<file path="config.mk">
export PLATFORM = sky130hd
export DESIGN_NAME = digest_unpacker_flat
export DESIGN_NICKNAME = d
export VERILOG_FILES = /design/src/rtl/digest_unpacker_if.sv /design/src/rtl/digest_unpacker.sv /design/src/flat_wrapper.sv
export SDC_FILE = /design/constraint.sdc
export NUM_CORES = 1
export LEC_CHECK = 0
export CORE_AREA = 2 2 318 320
export CTS_BUF_LIST = sky130_fd_sc_hd__clkbuf_2
export CTS_CLUSTER_DIAMETER = 80
export DETAILED_ROUTE_END_ITERATION = 8
export DIE_AREA = 0 0 320 322
export PLACE_DENSITY = 0.58
export SYNTH_ARGS = -nofsm -noshare
export SYNTH_HDL_FRONTEND = slang
export SYNTH_SLANG_ARGS = --single-unit
</file>
<file path="constraint.sdc">
create_clock -name clk -period 20.7 [get_ports clk]
set_input_delay 4.14 -clock clk [delete_from_list [all_inputs] [get_ports clk]]
set_output_delay 4.14 -clock clk [all_outputs]
set_load 0.02 [all_outputs]
</file>
<file path="src/rtl/digest_unpacker_if.sv">
// Handshake bundle between f_permutation, the digest unpacker and the
// shared-secret memory writer. master = environment side, slave = unpacker.
interface digest_unpacker_if #(
   parameter int m      = 79,
   parameter int digit  = 3,
   parameter int ADDR_W = 2
);
   localparam int W = m * digit;

   logic [575:0]        in;
   logic                in_valid;
   logic                in_ready;
   logic [W-1:0]        out;
   logic                out_valid;
   logic                out_ack;
   logic [ADDR_W-1:0]   out_addr;
   logic                out_last;
   logic                done;

   modport master (
      output in, in_valid, out_ack,
      input  in_ready, out, out_valid, out_addr, out_last, done
   );

   modport slave (
      input  in, in_valid, out_ack,
      output in_ready, out, out_valid, out_addr, out_last, done
   );
endinterface

</file>
<file path="src/rtl/digest_unpacker.sv">
// Captures the top OUT_BITS of a 576-bit rate block and streams them out
// MSB-first as NUM_WORDS words of m*digit bits with address and last flag.
module digest_unpacker #(
   parameter int m         = 79,
   parameter int digit     = 3,
   parameter int OUT_BITS  = 512,
   parameter int NUM_WORDS = 3,
   parameter int ADDR_W    = 2
) (
   input  logic             clk,
   input  logic             rst,
   digest_unpacker_if.slave bus
);
   localparam int W    = m * digit;
   localparam int SR_W = NUM_WORDS * W;
   localparam int PADZ = SR_W - OUT_BITS;
   localparam logic [ADDR_W-1:0] LAST_ADDR = ADDR_W'(NUM_WORDS - 1);

   if (OUT_BITS > 576 || OUT_BITS < 1) begin : g_bad_out_bits
      $error("digest_unpacker: OUT_BITS must be in 1..576");
   end
   if (NUM_WORDS != (OUT_BITS + W - 1) / W) begin : g_bad_num_words
      $error("digest_unpacker: NUM_WORDS must equal ceil(OUT_BITS/W)");
   end
   if ((1 << ADDR_W) < NUM_WORDS) begin : g_bad_addr_w
      $error("digest_unpacker: ADDR_W too narrow for NUM_WORDS");
   end

   typedef enum logic [0:0] {IDLE, EMIT} state_t;

   state_t              state_q, state_d;
   logic [SR_W-1:0]     sreg_q, sreg_d;
   logic [ADDR_W-1:0]   addr_q, addr_d;
   logic                done_q, done_d;

   logic                capture;
   logic                word_taken;

   // Capacity/pad tail of the rate block is intentionally dropped.
   if (OUT_BITS < 576) begin : g_tail
      logic unused_tail;
      assign unused_tail = ^bus.in[575-OUT_BITS:0];
   end

   assign capture    = (state_q == IDLE) && bus.in_valid;
   assign word_taken = (state_q == EMIT) && bus.out_ack;

   always_comb begin
      state_d = state_q;
      sreg_d  = sreg_q;
      addr_d  = addr_q;
      done_d  = 1'b0;
      if (capture) begin
         state_d = EMIT;
         sreg_d  = {bus.in[575 -: OUT_BITS], {PADZ{1'b0}}};
         addr_d  = '0;
      end else if (word_taken) begin
         if (addr_q == LAST_ADDR) begin
            state_d = IDLE;
            addr_d  = '0;
            done_d  = 1'b1;
         end else begin
            sreg_d  = {sreg_q[SR_W-W-1:0], {W{1'b0}}};
            addr_d  = addr_q + 1'b1;
         end
      end
   end

   always_ff @(posedge clk or posedge rst) begin
      if (rst) begin
         state_q <= IDLE;
         sreg_q  <= '0;
         addr_q  <= '0;
         done_q  <= 1'b0;
      end else begin
         state_q <= state_d;
         sreg_q  <= sreg_d;
         addr_q  <= addr_d;
         done_q  <= done_d;
      end
   end

   assign bus.in_ready  = (state_q == IDLE);
   assign bus.out_valid = (state_q == EMIT);
   assign bus.out       = sreg_q[SR_W-1 -: W];
   assign bus.out_addr  = addr_q;
   assign bus.out_last  = (state_q == EMIT) && (addr_q == LAST_ADDR);
   assign bus.done      = done_q;
endmodule

</file>
<file path="src/flat_wrapper.sv">
// flat-port wrapper written by rule: the top's interface ports become plain ports
module digest_unpacker_flat 
#(
   parameter int m         = 79,
   parameter int digit     = 3,
   parameter int OUT_BITS  = 512,
   parameter int NUM_WORDS = 3,
   parameter int ADDR_W    = 2
)
  (clk, rst, bus_in, bus_in_valid, bus_out_ack, bus_in_ready, bus_out, bus_out_valid, bus_out_addr, bus_out_last, bus_done);
  digest_unpacker_if #(.m(m), .digit(digit), .ADDR_W(ADDR_W)) bus_i ();
  input  logic clk;
  input  logic rst;
  input wire logic [$bits(bus_i.in)-1:0] bus_in;
  input wire logic [$bits(bus_i.in_valid)-1:0] bus_in_valid;
  input wire logic [$bits(bus_i.out_ack)-1:0] bus_out_ack;
  output wire logic [$bits(bus_i.in_ready)-1:0] bus_in_ready;
  output wire logic [$bits(bus_i.out)-1:0] bus_out;
  output wire logic [$bits(bus_i.out_valid)-1:0] bus_out_valid;
  output wire logic [$bits(bus_i.out_addr)-1:0] bus_out_addr;
  output wire logic [$bits(bus_i.out_last)-1:0] bus_out_last;
  output wire logic [$bits(bus_i.done)-1:0] bus_done;
  assign bus_i.in = bus_in;
  assign bus_i.in_valid = bus_in_valid;
  assign bus_i.out_ack = bus_out_ack;
  assign bus_in_ready = bus_i.in_ready;
  assign bus_out = bus_i.out;
  assign bus_out_valid = bus_i.out_valid;
  assign bus_out_addr = bus_i.out_addr;
  assign bus_out_last = bus_i.out_last;
  assign bus_done = bus_i.done;
  digest_unpacker #(.m(m), .digit(digit), .OUT_BITS(OUT_BITS), .NUM_WORDS(NUM_WORDS), .ADDR_W(ADDR_W)) u_core (.clk(clk), .rst(rst), .bus(bus_i));
endmodule
</file>
After elaboration in Yosys (flattened, before gate mapping)
Cells that the tools add are included.
{"block": "classes", "n_addsub": 1, "n_eq_ne": 2, "mux": 12, "bitwise_logic": 1, "n_reduce_logical": 7}
{"operator": "$mux 711", "count": 3}
{"operator": "$mux 1", "count": 6}
{"operator": "$mux 2", "count": 3}
{"operator": "$reduce_and 2->1", "count": 2}
{"operator": "$reduce_bool 2->1", "count": 2}
{"operator": "$logic_and 1x1->1", "count": 3}
{"operator": "$add 2x1->2 const B", "count": 1}
{"operator": "$eq 2x2->1 const B", "count": 1}
{"operator": "$ne 2x1->1 const B", "count": 1}
{"operator": "$not 1->1", "count": 1}
{"block": "word_totals", "ff_bits": 715, "input_bits": 580, "out_inout_bits": 243, "word_cells": 27}

Longest topological paths before layout
{"block": "depth", "word_depth": 4, "depth_mapped": 7, "depth_no_buf": 3}

Least setup slack after synthesis
No wires, ideal clock.
{"block": "synth_path", "path_kind": "input port to flip-flop", "startpoint": "in bus_in_valid", "endpoint": "reg u_core.sreg_q[674]", "setup_time_ns": 0.125, "arrival_ns": 5.378, "required_time_ns": 20.575, "path_slack_ns": 15.197, "path_stages": 5, "path_buffers": 2, "path_cell_list": "nor2b_1 > clkbuf_1 > buf_1 > mux2_2 > mux2_4"}
{"block": "synth_between", "elab_chain_len": 3, "elab_cells_between_ends": 5, "classes_between": "eq/ne: 1; mux: 1; reduce/logical: 3"}
{"item": "start, declared", "line": "flat_wrapper.sv:15", "rtl": "input wire logic [$bits(bus_i.in_valid)-1:0] bus_in_valid;"}
{"item": "$logic_and 1x1->1 *", "line": "digest_unpacker.sv:45", "rtl": "assign capture = (state_q == IDLE) && bus.in_valid;"}
{"item": "$ne 2x1->1 (no source line) / $reduce_bool 2->1 (equally long branches)"}
{"item": "$reduce_and 2->1 (no source line)"}
{"item": "end signal, assigned", "line": "digest_unpacker.sv:77", "rtl": "sreg_q <= sreg_d;"}
{"item": "end, declared", "line": "digest_unpacker.sv:32", "rtl": "logic [SR_W-1:0] sreg_q, sreg_d;"}
Mark *: on every way between the ends. The rest lies on a longest branch, timed or not.
A chain may end at the register's enable or synchronous reset.

Worst setup path after layout
{"block": "layout_path", "startpoint": "in bus_in_valid", "endpoint": "reg u_core.sreg_q[699]"}
Same word-level chain as after synthesis.

==> results.md <==
- Simple-gate share of the synthesized area: 0.00167
- Most common library cells after synthesis: 516 x dfrtp_1, 281 x mux2_2, 250 x mux2_4, 238 x a22o_1, 237 x buf_4
- Initial Util: 0.248
- Data required, critical path: 21870 ps
- Post-synth top flop: dfrtp_1
- R2r startpoint: u_core.bus.out_valid
- Mux contribution to synthesized area: 0.289
- Most common cell in the netlist: dfrtp_1
- DRC viols: 0
- Adder-cell share of the synthesized area: 0
- Clock transition at path regs: 80 ps
- I/O Pins: 823
- WL/cell: 21.6 um
- CP Launch Type: primary input
- Cells after DPL: 3395
- GR Util All Layers: 0.150
- Clock tree from TritonCTS: built
- Synth Instances: 1670
- Setup violators final: 0
- RSZ-0062 raised after global routing: false
- Iter 0 DRT Violations: 728
- Ratio of cells with drive above 1 in the final layout: 0.334
- Total grt overflow: 0
- Max Cap Violations: 0
- CP Max Fanout: 57
- CTS hold repair buffers: 0
- Largest net degree at the start of global routing: 187
- Die Ht: 322 um
- Hold path depth: 1
- H-tree levels: 4
- Power Density: 141 mW/mm^2
- Status: finished clean
- Share of the synthesized area in the top cell type: 0.522
- Initial antenna violation count: 13
- Worst Hold End: u_core.sreg_q[252]
- Crit path capture type: register
- Skew-Pair Late Insertion Delay: 1340 ps
- Remaining antenna violation count: 0
- First-pass GRT wire length: 117000 um
- Post-synth EDFFs: 0
- Ys Warns: 0
- Minimum clock period: 8050 ps
- Total Nets Final: 2827
- CTS root buf: clkbuf_2
- Worst min path class: reg2reg
- Post-detailed-route via-to-cell ratio: 4.36
- Hold WS: 498 ps
- P_leak: 15.6 nW
- Place WS: 11270 ps
- Worst R2R Path Depth: 6
- Avg Inst Size Synth: 14.8 sq um
- Maximum VDD drop: 0.000105 V
- TNS Setup: 0 ps
- Async SR Flop Fraction: 1.00
- Period utilization: 0.389
- CTS buffer count: 148
- Reg-to-Reg End: u_core.sreg_q[699]
- GP Congestion: 0.894
- Relative slew margins: 0.282
- Mapped Nets: 2250
- 1st-pass router iterations: 4
- Synth area leaders: dfrtp_1 52%, mux2_4 15%, mux2_2 13%
- Skew final: 115 ps
- Final core utilization: 0.332
- Largest area contributor in the netlist: dfrtp_1
- Register bit total from synthesis: 516
- Area growth, synth to finish: 33.9%
- Seq/Total Area, Yosys: 0.522
- Routed WL: 79400 um
- Final std cells w/o fill: 3670
- Post-synthesis cell area: 0.0247 sq mm
- Worst Path Arrival: 9220 ps
- Compound-cell area share of the yosys netlist: 0.0852
- Number of post-CTS setup repair buffers: 0
- Critical Setup Path Class: in2reg
- CORE AREA: 0.0996 sq mm
- Site Rows: 116
- Final HPWL DP: 54700 um
- Die Width: 320 um
- Largest family of logic cells by synthesized area: multiplexers
- Vias in the first global route: 17700
- Setup ws final: 12650 ps
- Worst Min Path Start: u_core.sreg_q[252]
- Sink Count: 516
- Tightest Pin Transition: 1080 ps
- Fillcell total: 9867
- Reg2Reg Setup Slack: 15510 ps
- Post-CTS Resized: 0
- Max Freq: 0.124 GHz
- Die area: 0.103 sq mm
- Total number of vias: 16000
- Fin. max-slew vios: 0
- Buffers on Ports: 758
- XOR/XNOR share of the synthesized area: 0
- Hold Vio Cnt, Final: 0
- Cell variety after synth: 18
- Worst-case clock buffer depth: 3
placed cells by master, fill, tap and decap left out, types with 2 or more instances in the layout:
| cell type | count |
|---|---|
| bufinv_16 | 6 |
| clkinv_1 | 29 |
| mux2_1 | 20 |
| buf_4 | 18 |
| mux2_4 | 250 |
| clkbuf_2 | 215 |
| clkdlybuf4s50_1 | 758 |
| mux2_2 | 281 |
| nor2_1 | 5 |
| buf_12 | 2 |
| inv_2 | 3 |
| clkinv_2 | 2 |
| a22o_1 | 238 |
| dfrtp_1 | 516 |
| clkinv_4 | 3 |
| diode_2 | 16 |
worst max-delay path by stage:
stage,from,endpoint,slack (ps),cells after the start
floorplan,rst,u_core.bus.done,2150,1
CTS,bus_in_valid,u_core.sreg_q[699],12830,7
detailed placement,bus_in_valid,u_core.sreg_q[699],11270,7
global route,bus_in_valid,u_core.sreg_q[699],12590,7
global placement,bus_in_valid,u_core.sreg_q[703],11340,7
finish,bus_in_valid,u_core.sreg_q[699],12650,7
worst max-delay path, cell delays in order:
cell,delay (ps)
clkdlybuf4s50_1,550
nor2b_4,560
a31o_4,800
buf_4,910
buf_4,870
buf_4,760
mux2_2,410
area by class of cell:
type / count / area (sq um) / area share
well taps: 1298 / 1620 / 0.0491
repair buffers: 778 / 7760 / 0.234
diodes: 16 / 40.0 / 0.00121
flip-flops and latches: 516 / 12900 / 0.390
inverters: 2 / 15.0 / 0.000454
clock inverters: 44 / 344 / 0.0104
clock buffers: 215 / 1080 / 0.0325
multi-input cells: 801 / 9330 / 0.282
through the flow:
step | total power [W] | instance area, sq um
2_1_floorplan | 0.00330 | 24700
3_3_place_gp | 0.00383 | 31600
3_5_place_dp | 0.00386 | 31600
4_1_cts | 0.00473 | 33100
5_1_grt | 0.00492 | 33100
6_report | 0.00466 | 33100
routing by layer:
layer	up-vias	global-route usage	part of all wire
met1	8149	0.187	0.42
met3	144	0.0482	0.069
li1	7086	-	-
met5	-	0	0
met2	614	0.238	0.48
met4	0	0.0627	0.029
state kept, by name, indices dropped and copies added, names as in the netlist:
| name | cells |
|---|---|
| u_core.bus.out_valid | 1 |
| u_core.bus.out_addr | 2 |
| u_core.sreg_q | 512 |
| u_core.bus.done | 1 |
report_power, final:
| part | switching, W | leakage, nW | internal (W) | total (W) |
|---|---|---|---|---|
| sequential | 0.000269 | 7.03 | 0.00140 | 0.00167 |
| clock | 0.000470 | 1.06 | 0.000353 | 0.000823 |
| combinational | 0.000968 | 7.47 | 0.00119 | 0.00216 |
cell families after synthesis:
group           Yosys count
flops                   516
compound gates          241
simple gates              9
mux                     551
buf+inv                 353
(Power assumes the default switching activity.)
